[config.mk]
export PLATFORM = sky130hd
export DESIGN_NAME = sdelay
export DESIGN_NICKNAME = d
export VERILOG_FILES = /design/src/rtl/sdelay_pkg.sv /design/src/rtl/sdelay_lane.sv /design/src/rtl/sdelay.sv
export SDC_FILE = /design/constraint.sdc
export NUM_CORES = 1
export LEC_CHECK = 0
export BUFFER_PORTS_ARGS = -buffer_cell sky130_fd_sc_hd__buf_2
export CAP_MARGIN = 15
export CELL_PAD_IN_SITES_DETAIL_PLACEMENT = 0
export CELL_PAD_IN_SITES_GLOBAL_PLACEMENT = 1
export CORE_UTILIZATION = 42
export CTS_CLUSTER_DIAMETER = 200
export DETAILED_ROUTE_END_ITERATION = 8
export PLACE_DENSITY_LB_ADDON = 0.1
export SYNTH_ARGS = -nofsm -noshare
export SYNTH_HDL_FRONTEND = slang
export SYNTH_SLANG_ARGS = --single-unit
[constraint.sdc]
create_clock -name clk -period 1.3 [get_ports clk]
set_input_delay 0.065 -clock clk [delete_from_list [all_inputs] [get_ports clk]]
set_output_delay 0.065 -clock clk [all_outputs]
set_load 0.05 [all_outputs]
[src/rtl/sdelay_pkg.sv]
`default_nettype none
// ============================================================================
//  Module   : sdelay_pkg
//  Purpose  : Shared types and elaboration-time helpers for the sdelay
//             serial delay block: FSM state encoding, counter width and
//             delay saturation helpers.
//  Revision : 1.0 - initial release
// ============================================================================
package sdelay_pkg;

  // Configuration sequencer states.
  typedef enum logic [1:0] {
    ST_LOAD   = 2'd0,
    ST_COMMIT = 2'd1,
    ST_DONE   = 2'd2
  } state_t;

  // Width of a counter that holds 0..n-1, never narrower than one bit.
  function automatic int cnt_w(input int n);
    return (n > 1) ? $clog2(n) : 1;
  endfunction

  // Clamp a requested delay to the largest delay the history can provide.
  function automatic int sat_delay(input int v, input int mx);
    return (v > mx) ? mx : v;
  endfunction

endpackage
`default_nettype wire

[src/rtl/sdelay_lane.sv]
`default_nettype none
// ============================================================================
//  Module   : sdelay_lane
//  Purpose  : One serial lane: a D_MAX-deep history shift register and a tap
//             mux selecting the input from d cycles earlier (d = 0 passes the
//             input straight through).
//  Ports    : clk  - clock
//             grst - clears the history and forces o low while high
//             i    - serial input bit
//             d    - effective delay, already saturated to D_MAX
//             o    - delayed serial output
//  Revision : 1.0 - initial release
// ============================================================================
module sdelay_lane #(
  parameter int D_MAX = 7,
  parameter int DW    = 3
) (
  input  logic          clk,
  input  logic          grst,
  input  logic          i,
  input  logic [DW-1:0] d,
  output logic          o
);

  // hist[k-1] holds the input from k cycles ago.
  logic [D_MAX-1:0] hist;
  logic [D_MAX:0]   hist_ext;
  logic             tap;

  // Concatenate then slice so a single-entry history needs no special case.
  assign hist_ext = {hist, i};

  always_ff @(posedge clk) begin
    if (grst) begin
      hist <= '0;
    end else begin
      hist <= hist_ext[D_MAX-1:0];
    end
  end

  always_comb begin
    tap = i;
    for (int k = 1; k <= D_MAX; k++) begin
      if (d == DW'(k)) begin
        tap = hist[k-1];
      end
    end
    o = grst ? 1'b0 : tap;
  end

endmodule
`default_nettype wire

[src/rtl/sdelay.sv]
`default_nettype none
// ============================================================================
//  Module   : sdelay
//  Purpose  : Per-lane programmable serial delay. Delay fields are loaded as
//             CFG_W-bit frames into a shadow register while grst is high,
//             committed to the active delay registers, then applied to each
//             lane's history tap.
//  Macro    : SDELAY_PER_CTX_EN - when defined, M delay sets are held and the
//             set used each cycle is selected by the context input m.
//  Ports    : clk   - clock
//             rst   - synchronous active-high reset
//             grst  - configuration in progress (frames accepted, o forced 0)
//             m     - current context (cycle % M)
//             cfg   - config frame valid
//             cfg_i - config frame
//             cfgd  - delays committed
//             i     - serial lane inputs
//             o     - delayed serial lane outputs
//  Revision : 1.0 - initial release
// ============================================================================
module sdelay
  import sdelay_pkg::*;
#(
  parameter int W             = 8,
  parameter int D_MAX         = 7,
  parameter int M             = 4,
  parameter int CFG_W         = 5,
  parameter int DEFAULT_DELAY = 0
) (
  input  logic                clk,
  input  logic                rst,
  input  logic                grst,
  input  logic [cnt_w(M)-1:0] m,
  input  logic                cfg,
  input  logic [CFG_W-1:0]    cfg_i,
  output logic                cfgd,
  input  logic [W-1:0]        i,
  output logic [W-1:0]        o
);

  localparam int DW = $clog2(D_MAX + 1);
  localparam int CB = W * DW;
`ifdef SDELAY_PER_CTX_EN
  localparam int NSET = M;
`else
  localparam int NSET = 1;
`endif
  localparam int AW     = NSET * CB;
  localparam int FRAMES = (AW + CFG_W - 1) / CFG_W;
  localparam int SHW    = FRAMES * CFG_W;
  localparam int FCW    = $clog2(FRAMES + 1);
  localparam int MW     = cnt_w(M);
  localparam logic [DW-1:0] DEF_D = DW'(sat_delay(DEFAULT_DELAY, D_MAX));

  state_t           state;
  state_t           state_nx;
  logic [FCW-1:0]   cnt;
  logic [SHW-1:0]   shadow;
  logic [AW-1:0]    active;
  logic             accept;
  logic [SHW+CFG_W-1:0] shadow_ext;
  logic             hist_clr;

  assign accept     = (state == ST_LOAD) && cfg && grst;
  // New frame enters at the MSB end; the oldest frame drifts to the LSBs.
  assign shadow_ext = {cfg_i, shadow};
  assign cfgd       = (state == ST_DONE);

  // --------------------------------------------------------------------------
  // Configuration sequencer
  // --------------------------------------------------------------------------
  always_comb begin
    state_nx = state;
    case (state)
      ST_LOAD: begin
        if (accept && (cnt == FCW'(FRAMES - 1))) begin
          state_nx = ST_COMMIT;
        end
      end
      ST_COMMIT: state_nx = ST_DONE;
      ST_DONE:   state_nx = ST_DONE;
      default:   state_nx = ST_LOAD;
    endcase
  end

  always_ff @(posedge clk) begin
    if (rst) begin
      state  <= ST_LOAD;
      cnt    <= '0;
      shadow <= '0;
      active <= {(NSET * W){DEF_D}};
    end else begin
      state <= state_nx;
      if (accept) begin
        shadow <= shadow_ext[SHW+CFG_W-1:CFG_W];
        cnt    <= cnt + 1'b1;
      end
      if (state == ST_COMMIT) begin
        active <= shadow[AW-1:0];
      end
    end
  end

  // Reset also wipes the lane histories; the lane clear input doubles for it.
  assign hist_clr = grst | rst;

`ifndef SDELAY_PER_CTX_EN
  logic unused_m;
  assign unused_m = ^m;
`endif

  // --------------------------------------------------------------------------
  // Lanes
  // --------------------------------------------------------------------------
  generate
    for (genvar j = 0; j < W; j++) begin : g_lane
      logic [DW-1:0] raw;
      logic [DW-1:0] eff;

`ifdef SDELAY_PER_CTX_EN
      always_comb begin
        raw = '0;
        for (int s = 0; s < NSET; s++) begin
          if (m == MW'(s)) begin
            raw = active[(s*W+j)*DW +: DW];
          end
        end
      end
`else
      assign raw = active[j*DW +: DW];
`endif

      // A field can only exceed D_MAX when D_MAX+1 is not a power of two.
      if (((1 << DW) - 1) > D_MAX) begin : g_sat
        assign eff = (raw > DW'(D_MAX)) ? DW'(D_MAX) : raw;
      end else begin : g_nosat
        assign eff = raw;
      end

      sdelay_lane #(
        .D_MAX (D_MAX),
        .DW    (DW)
      ) u_lane (
        .clk  (clk),
        .grst (hist_clr),
        .i    (i[j]),
        .d    (eff),
        .o    (o[j])
      );
    end
  endgenerate

endmodule
`default_nettype wire
==> key figures <==
Route
  • Drt wl/cell: roughly 12 um
  • ANT nets after route: 0
  • DRC: 0
  • Vias: about 3200
  • DRT Wirelength: 8050 um
  • Drt pass-1 iters: 4
  • 1st-iter DRT viols: a little over 80
  • Via density: 4.88

Yosys
  • Net Count, Synth: 502
  • Mapped Cells: 477
  • Synth unique cells: 28
  • Post-synthesis compound-gate area fraction: under 10%
  • Area leader, netlist: dfxtp_1
  • Yosys top cell area share: approximately half
  • Flops & latches, synth: 110
  • Synth area leaders: dfxtp_1 (50%), mux2i_1 (8.9%), and2_1 (8.0%)
  • Main combinational cell family by area after synthesis: simple AND/OR/NAND/NOR gates
  • Syn Area/Cell: around 9.2 um^2
  • Fraction of the mapped netlist area in adder cells: under 10%
  • Synth Warn #: 0
  • Post-Syn Area: roughly 4400 um^2
  • Synth Area in Simple Gates: approximately a quarter
  • Mux cell area share after synthesis: under 10%
  • Post-Synth XOR/XNOR Area: less than 1%
  • Sequential fraction of the synthesis area: 50.4%

Setup path
  • Crit start category: flop
  • Critical Path Fanout Max: 3
  • Kind of critical path: reg -> out
  • CP Cell Sequence: mux4_2 -> mux2i_1 -> nor3_1 -> buf_4
  • Worst EP required: roughly 1.2 ns
  • Critical Path AT: about 1.6 ns
  • Crit-path max cell delay: around 0.49 ns
  • Top cell family by delay on the critical path: multiplexers
  • Register-to-Register Path Depth: 6
  • Worst path slowest cell: mux4_2
  • Crit. End Element: output pin
  • CP Depth: 4
  • Worst Path Buf+Inv: 1

Layout
  • Layout Area Growth over Synthesis: 20.6%
  • Filler cell count in the final layout: 935
  • Multi-input logic area: approximately 2000 um^2
  • Nets: between 500 and 600
  • Final core occ: a little over half
  • Seq. cell area: roughly 2300 um^2
  • Most frequent cells in the layout: dfxtp_1 (89), nand2_1 (72), and2_1 (56)
  • Antenna cells: 0
  • Most common cell after layout, fill and taps aside: dfxtp_1
  • Layout cells sized above 1: about a fifth

Run status
  • Failing checks: setup timing
  • Result of the run: finished, violations left

Global routing
  • Maximum number of pins on one net before global-route repair: 52
  • Number of global-route vias before repair: a little under 3000
  • Initial antenna violation count: 0
  • Final global-route overflow total: 0
  • All-Layer GR Usage: 15.7%
  • First-pass GRT wire length: ~14000 um

STA
  • Peak Freq: between 500 and 600 MHz
  • Finish-stage setup viols: 8
  • Worst-margin pin slew: roughly 0.54 ns
  • Slew margin rel.: around 64%
  • Final hold viol count: 0
  • Clock skew: approximately 0.012 ns
  • RSZ-0062 raised after global routing: yes
  • Fin. max-slew vios: 0
  • Tmin final: around 1.7 ns
  • Final period utilization: 129%
  • Fin worst setup slack: -0.380 ns

Clocking
  • Root buffer cell: clkbuf_8
  • Clk_lat worst skew: ~0.37 ns
  • H-tree depth: 3
  • CTS Buf Count: 9
  • TritonCTS clock tree: built
  • CTS sink count: 110
  • Worst-path clk slew: 0.10 ns
  • Worst-case clock buffer depth: 2

Die
  • Core Rows: 36
  • Core ar.: ~10000 um^2
  • I/O pin cnt: 28
  • Chip height: around 100 um
  • Initial Util: about 44%
  • Die width: between 100 and 150 um
  • Die area: 10800 um^2

Place
  • Final GP Congestion: about 0.75
  • Hpwl dp: around 5000 um
  • I/O Buffers: 25

Flow run
  • Max Cap Viol: 0

Power and ir drop
  • Peak supply drop: approximately 0.00068 V
  • Switching part of the total: a little over a fifth
  • Clock Power Share: between 30% and 40%
  • LEAKAGE: around 1.9 nW
  • Net switching power: ~1.3 mW
  • Sequential share of power: a little over half
  • Comb power frac: roughly 5.8%
  • Pwr Total: 6.19 mW
  • P per Cell Area: approximately 1200 nW/um^2
  • Int Power: about 5 mW

Hold path
  • Hold depth: 4
  • Hold Path Class: in -> reg
-- sequential cells by signal (all words and copies together), names as in the netlist --
name / cells
active: 24
cnt: 3
g_lane.u_lane.hist: 56
shadow: 25
state: 2
-- power by group through the flow --
stage / Sequential, mW / Clock, mW / Combinational, mW
after floorplan: 3.49 / 0 / 0.206
after global placement: 3.50 / 0 / 0.294
after CTS: 3.41 / 2.54 / 0.351
after detailed placement: 3.50 / 0 / 0.295
final: 3.39 / 2.44 / 0.359
after global routing: 3.40 / 2.65 / 0.396
-- per-layer routing --
layer	global-route usage [%]	part of all wire [%]
met5	0	0
met4	5.61	1.1
met3	4.01	2.3
met2	25.5	46
met1	20.0	50
-- cells in the mapped netlist --
cell type / number
nand2b_1: 7
nand2_1: 72
clkbuf_1: 16
o21ai_0: 7
buf_6: 2
nor2_2: 1
xor2_1: 1
and3_1: 1
nand3_2: 1
buf_2: 11
inv_1: 4
and2_1: 56
o21bai_1: 7
ha_1: 6
mux2i_1: 39
nand3_1: 16
mux4_2: 2
nand4_1: 1
nand4b_1: 7
clkbuf_2: 1
nor3_1: 1
buf_1: 2
nand3b_1: 7
buf_4: 10
dfxtp_1: 110
nor3b_1: 7
nor2_1: 25
a21oi_1: 57
-- tightest hold or removal path, stage by stage --
cell and delay [ns]:
buf_2 0.12, nand4_1 0.15, nand3_1 0.12, a21oi_1 0.05
-- path summary, 6_finish.rpt --
check	from	endpoint	slack, ns
worst max-delay path	active[21]$_SDFFE_PP0N_	o[7]	-0.38
worst min-delay path	cfg	state[0]$_SDFFE_PP0P_	0.17
worst max register to register	state[1]$_SDFFE_PP0P_	shadow[11]$_SDFFE_PP0P_	0.08
worst min register to register	g_lane[2].u_lane.hist[4]$_SDFF_PN0_	g_lane[2].u_lane.hist[5]$_SDFF_PN0_	0.46
-- layout make-up --
type,instances,area share (%)
repair buffers,63,11.0
inverters,4,0.332
multi-input cells,321,38.1
clock buffers,11,2.68
flip-flops and latches,110,42.8
well taps,133,3.16
clock inverters,5,2.02
-- timing repair --
| action | in CTS | in global routing |
|---|---|---|
| setup buffers | 3 | 0 |
| gates cloned | 1 | 1 |
| pin swaps | 5 | 8 |
| hold endpoints to repair | 16 | 0 |
| endpoints found under the setup margin | 12 | 46 |
| resized for setup | 40 | 28 |
| hold buffers | 14 | 0 |
-- kinds of logic after synthesis --
logic type / Yosys count
mux: 41
buf+inv: 46
fa+ha+maj: 6
xor+xnor: 1
flops: 110
simple gates: 202
compound gates: 71
-- per-stage QoR --
stage	worst slack [ns]	TNS [ns]	hold slack, ns	std cells	area [um^2]
floorplan	-0.00911	-0.00911	0.187	477	4380
global placement	-0.0359	-0.0582	0.299	612	4650
detailed placement	-0.0685	-0.0823	0.301	612	4650
CTS	-0.416	-3.34	0.148	646	5170
global route	-0.496	-2.90	0.207	647	5270
finish	-0.380	-2.03	0.172	647	5270
Power figures use the tool's default switching activity.
